$ cat src/rtl/pipe_hazard_unit_pkg.sv
// Shared types for the pipeline hazard/forwarding controller.
// Field widths are upper bounds; instances zero-extend narrower register and latency fields.
package pipe_hazard_unit_pkg;

    localparam int HZ_REG_MAX = 8;
    localparam int HZ_LAT_MAX = 4;
    localparam int HZ_FWD_MAX = 4;

    typedef struct packed {
        logic                  valid;
        logic [HZ_REG_MAX-1:0] dst;
        logic                  we;
        logic [HZ_LAT_MAX-1:0] lat;
    } hz_slot_t;

    typedef logic [HZ_FWD_MAX-1:0] fwd_sel_t;

    // A latency of zero would mean "result ready before execute"; treat it as ALU latency.
    function automatic logic [HZ_LAT_MAX-1:0] lat_norm(input logic [HZ_LAT_MAX-1:0] lat);
        return (lat == '0) ? HZ_LAT_MAX'(1) : lat;
    endfunction

endpackage

$ cat src/rtl/pipe_hazard_unit_match.sv
// Per-operand dependency check: finds the youngest in-flight writer of one source
// register and decides between bypass from that slot and a stall.
module hz_src_match
    import pipe_hazard_unit_pkg::*;
#(
    parameter int STAGES   = 3,
    parameter int REG_BITS = 5
) (
    input  logic                            src_used,
    input  logic [REG_BITS-1:0]             src,
    input  hz_slot_t                        slots [STAGES],
    output logic                            hazard,
    output logic [$clog2(STAGES+1)-1:0]     fwd_sel
);

    localparam int FSW = $clog2(STAGES + 1);

    fwd_sel_t              match_idx;
    logic [HZ_LAT_MAX-1:0] match_lat;
    logic                  hit;
    logic                  live;

    always_comb begin
        hit       = 1'b0;
        match_idx = '0;
        match_lat = '0;
        // Scan oldest to youngest so the youngest writer is the one that sticks.
        for (int k = STAGES; k >= 1; k--) begin
            if (slots[k-1].valid && slots[k-1].we && (slots[k-1].dst != '0) &&
                (slots[k-1].dst == HZ_REG_MAX'(src))) begin
                hit       = 1'b1;
                match_idx = fwd_sel_t'(k);
                match_lat = slots[k-1].lat;
            end
        end
        live    = src_used && (src != '0) && hit;
        hazard  = live && (32'(match_idx) < 32'(match_lat));
        fwd_sel = (live && !hazard) ? FSW'(match_idx) : '0;
    end

endmodule

$ cat src/rtl/pipe_hazard_unit.sv
// Hazard, forwarding and flush controller: tracks post-decode instructions in a
// STAGES-deep shift register and drives stall/flush/bypass selects for decode.
module pipe_hazard_unit
    import pipe_hazard_unit_pkg::*;
#(
    parameter int STAGES        = 3,
    parameter int NSRC          = 2,
    parameter int REG_BITS      = 5,
    parameter int LAT_BITS      = 2,
    parameter int REDIRECT_SLOT = 2
) (
    input  logic                                 clk,
    input  logic                                 reset,
    input  logic                                 d_valid,
    input  logic [NSRC*REG_BITS-1:0]             d_src,
    input  logic [NSRC-1:0]                      d_src_used,
    input  logic [REG_BITS-1:0]                  d_dst,
    input  logic                                 d_we,
    input  logic [LAT_BITS-1:0]                  d_lat,
    input  logic                                 ext_stall,
    input  logic                                 redirect,
    output logic                                 stall_fd,
    output logic                                 flush_fd,
    output logic [NSRC*$clog2(STAGES+1)-1:0]     fwd_sel,
    output logic [STAGES-1:0]                    slot_valid,
    output logic [31:0]                          stall_cnt,
    output logic [31:0]                          flush_cnt,
    output logic [31:0]                          retire_cnt
);

    localparam int FSW = $clog2(STAGES + 1);

    // slots[0] is the E slot (slot 1), slots[STAGES-1] is W.
    hz_slot_t        slots [STAGES];
    hz_slot_t        entry;
    logic [NSRC-1:0] src_hazard;
    logic            hazard;
    logic            advance;
    logic            redir;

    for (genvar i = 0; i < NSRC; i++) begin : g_src
        hz_src_match #(
            .STAGES   (STAGES),
            .REG_BITS (REG_BITS)
        ) u_match (
            .src_used (d_src_used[i]),
            .src      (d_src[i*REG_BITS +: REG_BITS]),
            .slots    (slots),
            .hazard   (src_hazard[i]),
            .fwd_sel  (fwd_sel[i*FSW +: FSW])
        );
    end

    always_comb begin
        hazard   = d_valid & (|src_hazard);
        advance  = ~ext_stall;
        // A redirect raised while the pipe is frozen waits for the next free cycle.
        redir    = redirect & advance;
        flush_fd = redir;
        stall_fd = ext_stall | (hazard & ~redirect);

        entry.valid = d_valid & ~hazard & ~redir;
        entry.dst   = HZ_REG_MAX'(d_dst);
        entry.we    = d_we;
        entry.lat   = lat_norm(HZ_LAT_MAX'(d_lat));

        for (int k = 0; k < STAGES; k++) begin
            slot_valid[k] = slots[k].valid;
        end
    end

    always_ff @(posedge clk) begin
        if (reset) begin
            for (int k = 0; k < STAGES; k++) begin
                slots[k] <= '0;
            end
            stall_cnt  <= '0;
            flush_cnt  <= '0;
            retire_cnt <= '0;
        end else begin
            stall_cnt <= stall_cnt + {31'b0, stall_fd};
            if (advance) begin
                slots[0] <= entry;
                for (int k = 1; k < STAGES; k++) begin
                    slots[k] <= slots[k-1];
                    // Slots younger than the redirecting one are on the wrong path.
                    if (redir && (k < REDIRECT_SLOT)) begin
                        slots[k].valid <= 1'b0;
                    end
                end
                retire_cnt <= retire_cnt + {31'b0, slots[STAGES-1].valid};
                flush_cnt  <= flush_cnt + {31'b0, redir};
            end
        end
    end

endmodule

$ cat config.mk
export PLATFORM = sky130hd
export DESIGN_NAME = pipe_hazard_unit
export DESIGN_NICKNAME = d
export VERILOG_FILES = /design/src/rtl/pipe_hazard_unit_pkg.sv /design/src/rtl/pipe_hazard_unit_match.sv /design/src/rtl/pipe_hazard_unit.sv
export SDC_FILE = /design/constraint.sdc
export NUM_CORES = 1
export LEC_CHECK = 0
export BUFFER_PORTS_ARGS = -buffer_cell sky130_fd_sc_hd__buf_2
export CAP_MARGIN = 25
export CORE_ASPECT_RATIO = 0.8
export CORE_UTILIZATION = 59
export DETAILED_ROUTE_END_ITERATION = 12
export PLACE_DENSITY_LB_ADDON = 0.15
export SLEW_MARGIN = 15
export SYNTH_ARGS = -nofsm -noshare
export SYNTH_HDL_FRONTEND = slang
export SYNTH_HIERARCHICAL = 1
export SYNTH_SLANG_ARGS = --single-unit
$ cat constraint.sdc
create_clock -name clk -period 7.9 [get_ports clk]
set_clock_uncertainty 0.15 [all_clocks]
set_input_delay 0.79 -clock clk [delete_from_list [all_inputs] [get_ports clk]]
set_output_delay 0.79 -clock clk [all_outputs]
set_load 0.05 [all_outputs]
==> out/metrics.cfg, run 1 <==
[route]
wire_per_inst_um = 15.2
drc = 0
detail-route-antenna-nets = 0
finalWirelength_um = 15500
vias_per_cell = 5.93
firstDrtPassIters = 5
drtIter0Drc = 377
vias = 6033

[synth]
syn_area_sq_mm = 0.00625
synth.avg_cell_area_sq_um = 8.57
postSynthCellCount = 729
yosysWarnings = 6

[die]
die-area_sq_mm = 0.0110
die_x_um = 117
ios = 130
start_util_pct = 60.8
die_h_um = 94.1
coreArea_sq_mm = 0.0103
num_rows = 33

[setup_path]
path_class = in -> reg
crit_required_ns = 8.07
crit_fanout = 9
arrival_ns = 5.14
worstSetupStartpointType = input port
critPathCaptureType = register
r2r_cells = 18

[timing]
drv_slew = 0
setup_tns_ns = 0
fin_crit_ns = 4.97
setup_viol = 0
tightest_slew_ns = 0.942
rsz0062_at_grt = no
timing.final.crit_share_pct = 62.9
timing.slew.headroom_pct = 37.2
fmax_ghz = 0.201
hold_viol = 0

[clock_tree]
hold_buffers = 0
cts_resized = 0
cts_buffers = 17
cts_setup_buffers = 0
htree_levels = 4
insertion_delay_ns = 0.40
cts_tree = done
clock-root-buffer = clkbuf_16
clockBufferDepth = 2
numClockSinks = 122
clk_pin_slew_worst_paths_ns = 0.05

[placed_design]
gp_congestion = 0.852
hpwl_um = 10600
port-buffer-count = 129
dp_cells = 986

[finish]
num_antenna_cells = 0
stdcell_count = 1017
final_nets = 898
syn_to_final_growth_pct = 22.1
nFillCells = 791
final_layout_size_suffix_gt1_share_pct = 20.0
layout_commonest_cell = buf_2
layout_common_cells = buf_2, dfxtp_1, nor2_1

[grt]
grt_usage_pct = 28.2
grt_max_degree = 94
grt_pass1_vias = 5202
overflow = 0
grt_pass1_wl_um = 24400
antenna_found_initial = 0

[min_path]
worstHoldPathCells = 2
hp-class = reg -> reg

[power]
irDropWorstVdd_mv = 0.141
p_per_area_mw_per_mm2 = 195
power.leakage_nw = 2.98

[run]
cap_violations = 0

[run_status]
status = finished clean

## final cells by class
type                    instances  area, sq um  area share [%]
clock inverters                 5         81.3            1.07
well taps                     140          175            2.29
clock buffers                  26          529            6.93
multi-input cells             574         3670            48.1
flip-flops and latches        122         2440            32.0
inverters                      19         71.3           0.934
repair buffers                131          663            8.69
## registers in the layout, summed over array words and instances, names as in the netlist
register and cells:
slots 23, slot_valid 3, flush_cnt 32, retire_cnt 32
stall_cnt 32
## worst paths after layout
check | startpoint | end | slack (ns)
setup / recovery | d_src[0] | stall_cnt[28]$_SDFF_PP0_ | 2.93
hold / removal | flush_cnt[31]$_SDFFE_PP0N_ | flush_cnt[31]$_SDFFE_PP0N_ | 0.33
setup reg to reg | slots[34]$_SDFFE_PP0N_ | stall_cnt[28]$_SDFF_PP0_ | 2.96
hold reg to reg | flush_cnt[31]$_SDFFE_PP0N_ | flush_cnt[31]$_SDFFE_PP0N_ | 0.33
## through the flow
| step | setup slack, ns | area, sq um | total power [mW] | hold slack (ns) | utilization [%] |
|---|---|---|---|---|---|
| floorplan | 2.50 | 6360 | 0.693 | 0.300 | - |
| global placement | 2.96 | 7020 | 0.712 | 0.312 | 68.3 |
| detailed placement | 2.63 | 7020 | 0.715 | 0.318 | 68.3 |
| CTS | 3.04 | 7630 | 1.50 | 0.331 | 74.2 |
| global route | 2.61 | 7630 | 1.53 | 0.348 | 74.2 |
| finish | 2.93 | 7630 | 1.49 | 0.330 | 74.2 |
## where the power goes
group          leakage, nW  switching (mW)  internal [mW]
registers            0.985         0.00957          0.622
logic                 1.70          0.0445         0.0270
clock network        0.299           0.261          0.522
total                 2.98           0.315           1.17
## worst max-delay path, stage by stage
cell	delay (ns)
buf_2	0.13
xnor2_1	0.16
nand4_1	0.15
a2111oi_2	0.77
o21bai_1	0.25
inv_1	0.07
ha_1	0.20
o21ai_0	0.16
nor4_1	0.08
a211oi_2	0.29
o21a_1	0.17
nor2_1	0.05
o21bai_1	0.18
ha_1	0.22
ha_1	0.18
and3_1	0.26
nand3_1	0.30
or4_1	0.57
a21oi_1	0.15
## per-layer routing
layer  track usage (%)  wire (um)
met1              36.0       6880
met2              45.0       7470
met3              7.68        896
met4              11.1        223
met5                 0          0
Note: power is estimated with default switching activity, not from simulation.
==> run 2: changes to the inputs <==
--- a/config.mk
+++ b/config.mk
@@ -8,7 +8,7 @@
 export BUFFER_PORTS_ARGS = -buffer_cell sky130_fd_sc_hd__buf_2
 export CAP_MARGIN = 25
 export CORE_ASPECT_RATIO = 0.8
-export CORE_UTILIZATION = 59
+export CORE_UTILIZATION = 50
 export DETAILED_ROUTE_END_ITERATION = 12
 export PLACE_DENSITY_LB_ADDON = 0.15
 export SLEW_MARGIN = 15
==> constraint.sdc (replaced) <==
create_clock -name clk -period 4 [get_ports clk]
set_clock_uncertainty 0.15 [all_clocks]
set_input_delay 0.4 -clock clk [delete_from_list [all_inputs] [get_ports clk]]
set_output_delay 0.4 -clock clk [all_outputs]
set_load 0.05 [all_outputs]
==> run 2 against run 1 <==
- the run now ends with negative setup slack left
- first-iteration DRC count is 3.7% lower
- total power is 94% higher
- routed wire length is 13% higher
- register-to-register slack worse by 3.1 ns
- critical path type is now reg -> reg
==> out/metrics.cfg, run 2 (synthesis results as in run 1) <==
[grt]
grt_pass1_wl_um = 27600  ; +13%
grt_max_degree = 107  ; +14%
overflow = 0  ; unchanged
grt_usage_pct = 26.9  ; -1.3 points
antenna_found_initial = 0  ; unchanged
grt_pass1_vias = 5747  ; +10%

[placed_design]
pre_cts_slack_ns = -0.198  ; -2.83 ns
hpwl_um = 11500  ; +9.1%
port-buffer-count = 129  ; unchanged
gp_congestion = 0.909  ; +6.7%

[route]
wire_per_inst_um = 15.9  ; +4.3%
drc = 0  ; unchanged
detail-route-antenna-nets = 0  ; unchanged
finalWirelength_um = 17400  ; +13%
vias_per_cell = 5.77  ; -2.8%
vias = 6337  ; +5.0%
drtIter0Drc = 363  ; -3.7%
firstDrtPassIters = 5  ; unchanged

[die]
coreArea_sq_mm = 0.0122  ; +18%
ios = 130  ; unchanged
die-area_sq_mm = 0.0130  ; +18%
num_rows = 36  ; +9.1%
start_util_pct = 51.4  ; -9.4 points
die_h_um = 102  ; +8.4%
die_x_um = 127  ; +8.5%

[finish]
multi_input_area_sq_mm = 0.00403  ; +9.9%
reg_top3 = flush_cnt (32), retire_cnt (32), stall_cnt (32)
layout_common_cells = buf_2, dfxtp_1, nor2_1
nFillCells = 945  ; +19%
layout_commonest_cell = buf_2
regArea_sq_mm = 0.00245  ; +0.46%
final_layout_size_suffix_gt1_share_pct = 31.9  ; +12 points
final_nets = 967  ; +7.7%
syn_to_final_growth_pct = 36.9
num_antenna_cells = 0  ; unchanged

[power]
switchingPower_mw = 0.667  ; +110%
pwr-share-seq_pct = 43.3  ; +0.8 points
pwr-share-comb_pct = 6.8  ; +2.0 points
p_per_area_mw_per_mm2 = 337  ; +73%
power.leakage_nw = 3.40  ; +14%
internal_power_mw = 2.21  ; +89%
power_mw = 2.88  ; +94%
p_sw_share_pct = 23.2  ; +2.0 points
clock_power_share_pct = 49.9  ; -2.8 points
irDropWorstVdd_mv = 0.371  ; +160%

[timing]
tightest_slew_ns = 0.863  ; -0.0783 ns
fmax_ghz = 0.240
worst_slack_ns = -0.165  ; -3.09 ns
fin_crit_ns = 4.16
setup_viol = 15  ; +15
rsz0062_at_grt = yes
drv_slew = 0  ; unchanged
timing.slew.headroom_pct = 42.3  ; +5.0 points
hold_viol = 0  ; unchanged
timing.final.crit_share_pct = 104

[clock_tree]
cts_buffers = 17  ; unchanged
clk_pin_slew_worst_paths_ns = 0.05  ; about the same
clockBufferDepth = 2  ; unchanged
insertion_delay_ns = 0.42  ; +0.02 ns
cts_tree = done
clock-root-buffer = clkbuf_16
numClockSinks = 122  ; unchanged
htree_levels = 4  ; unchanged

[run_status]
violations = negative setup slack
status = complete, but fails checks

[setup_path]
critical_path.endpoint = stall_cnt[26]$_SDFF_PP0_
arrival_ns = 4.37  ; -0.77 ns
crit_fanout = 7  ; -2
worstSetupStartpointType = register
crit_required_ns = 4.20  ; -3.87 ns
critPathCaptureType = register
crit_start = slots[19]$_SDFFE_PP0N_
reg2reg_slack_ns = -0.16  ; -3.12 ns
r2r_end = stall_cnt[26]$_SDFF_PP0_
r2r_cells = 19  ; +1
path_class = reg -> reg
r2r_start = slots[19]$_SDFFE_PP0N_

[run]
cap_violations = 0  ; unchanged

[min_path]
hp-class = in -> reg

-- run 2: changes by cell type in the layout (fill, tap and decap cells not counted), moves of 5 or more --
cell | previous run | this run
a21oi_1 | 63 | 54
a21oi_2 | 0 | 5
buf_4 | 3 | 63
buf_6 | 0 | 12
dfxtp_1 | 122 | 113
dfxtp_2 | 0 | 9
nor4b_1 | 6 | 1
or4_1 | 46 | 38
or4_4 | 4 | 12
-- run 2: final cells by class --
type	instances	area share (%)
timing repair buffer	200	14.7
sequential	122	28.7
multi-input combinational	574	47.1
inverter	19	0.834
clock inverter	7	0.775
tap	152	2.22
clock buffer	25	5.67
-- run 2: critical path, cell delays in order, from the launching register on --
cell and delay, ns:
dfxtp_2 0.33, or4_1 0.60, a21oi_4 0.22, nor3_1 0.10, o21bai_1 0.19, inv_1 0.08, ha_2 0.20, o21ai_2 0.13
nor4_2 0.05, a211oi_2 0.24, o21a_1 0.21, nor2_2 0.06, o21bai_4 0.18, ha_4 0.18, ha_4 0.12, and3_4 0.18
buf_6 0.10, nand3_4 0.10, or4_4 0.52, a21oi_2 0.15
-- run 2: layer usage --
metal / vias to the layer above / share of wire [%] / track usage, %
met1: 3076 / 45 / 34.0
met4: 0 / 1.3 / 8.70
li1: 3085 / - / -
met3: 17 / 5.6 / 7.75
met5: - / 0 / 0
met2: 159 / 49 / 44.4
-- run 2: power by group through the flow --
stage,Sequential [mW],Clock (mW),Combinational (mW)
after global placement,1.27,0,0.162
after global routing,1.25,1.52,0.210
after detailed placement,1.27,0,0.167
final,1.25,1.44,0.195
after CTS,1.25,1.46,0.176
after floorplan,1.28,0,0.0983
-- run 2: per-stage QoR --
step,instance area [sq um],utilization [%],setup TNS [ns],hold WS (ns),std cells
4_1_cts,8300,68.3,-0.449,0.0499,1090
3_5_place_dp,7540,62.0,-2.73,0.322,1046
3_3_place_gp,7540,62.0,-0.387,0.308,1046
5_1_grt,8560,70.3,-4.29,0.0755,1099
6_report,8560,70.3,-1.15,0.0644,1099
2_1_floorplan,6530,-,-2.71,0.300,758
-- run 2: how the worst min path moves through the flow --
| stage | cells past startpoint | slack [ns] | end | start |
|---|---|---|---|---|
| after floorplan | 2 | 0.30 | slots[28]$_SDFFE_PP0N_ | slots[28]$_SDFFE_PP0N_ |
| after global placement | 2 | 0.31 | slots[28]$_SDFFE_PP0N_ | slots[28]$_SDFFE_PP0N_ |
| after detailed placement | 2 | 0.32 | flush_cnt[31]$_SDFFE_PP0N_ | flush_cnt[31]$_SDFFE_PP0N_ |
| after CTS | 2 | 0.05 | slots[28]$_SDFFE_PP0N_ | d_lat[1] |
| after global routing | 2 | 0.08 | slots[28]$_SDFFE_PP0N_ | d_lat[1] |
| final | 2 | 0.06 | slots[28]$_SDFFE_PP0N_ | d_lat[1] |
-- run 2: repair_timing --
action	CTS	global route
hold endpoints to repair	0	0
pin swaps	14	27
setup buffers	12	10
setup endpoints to repair	24	32
hold buffers	0	0
gates resized for setup	29	40
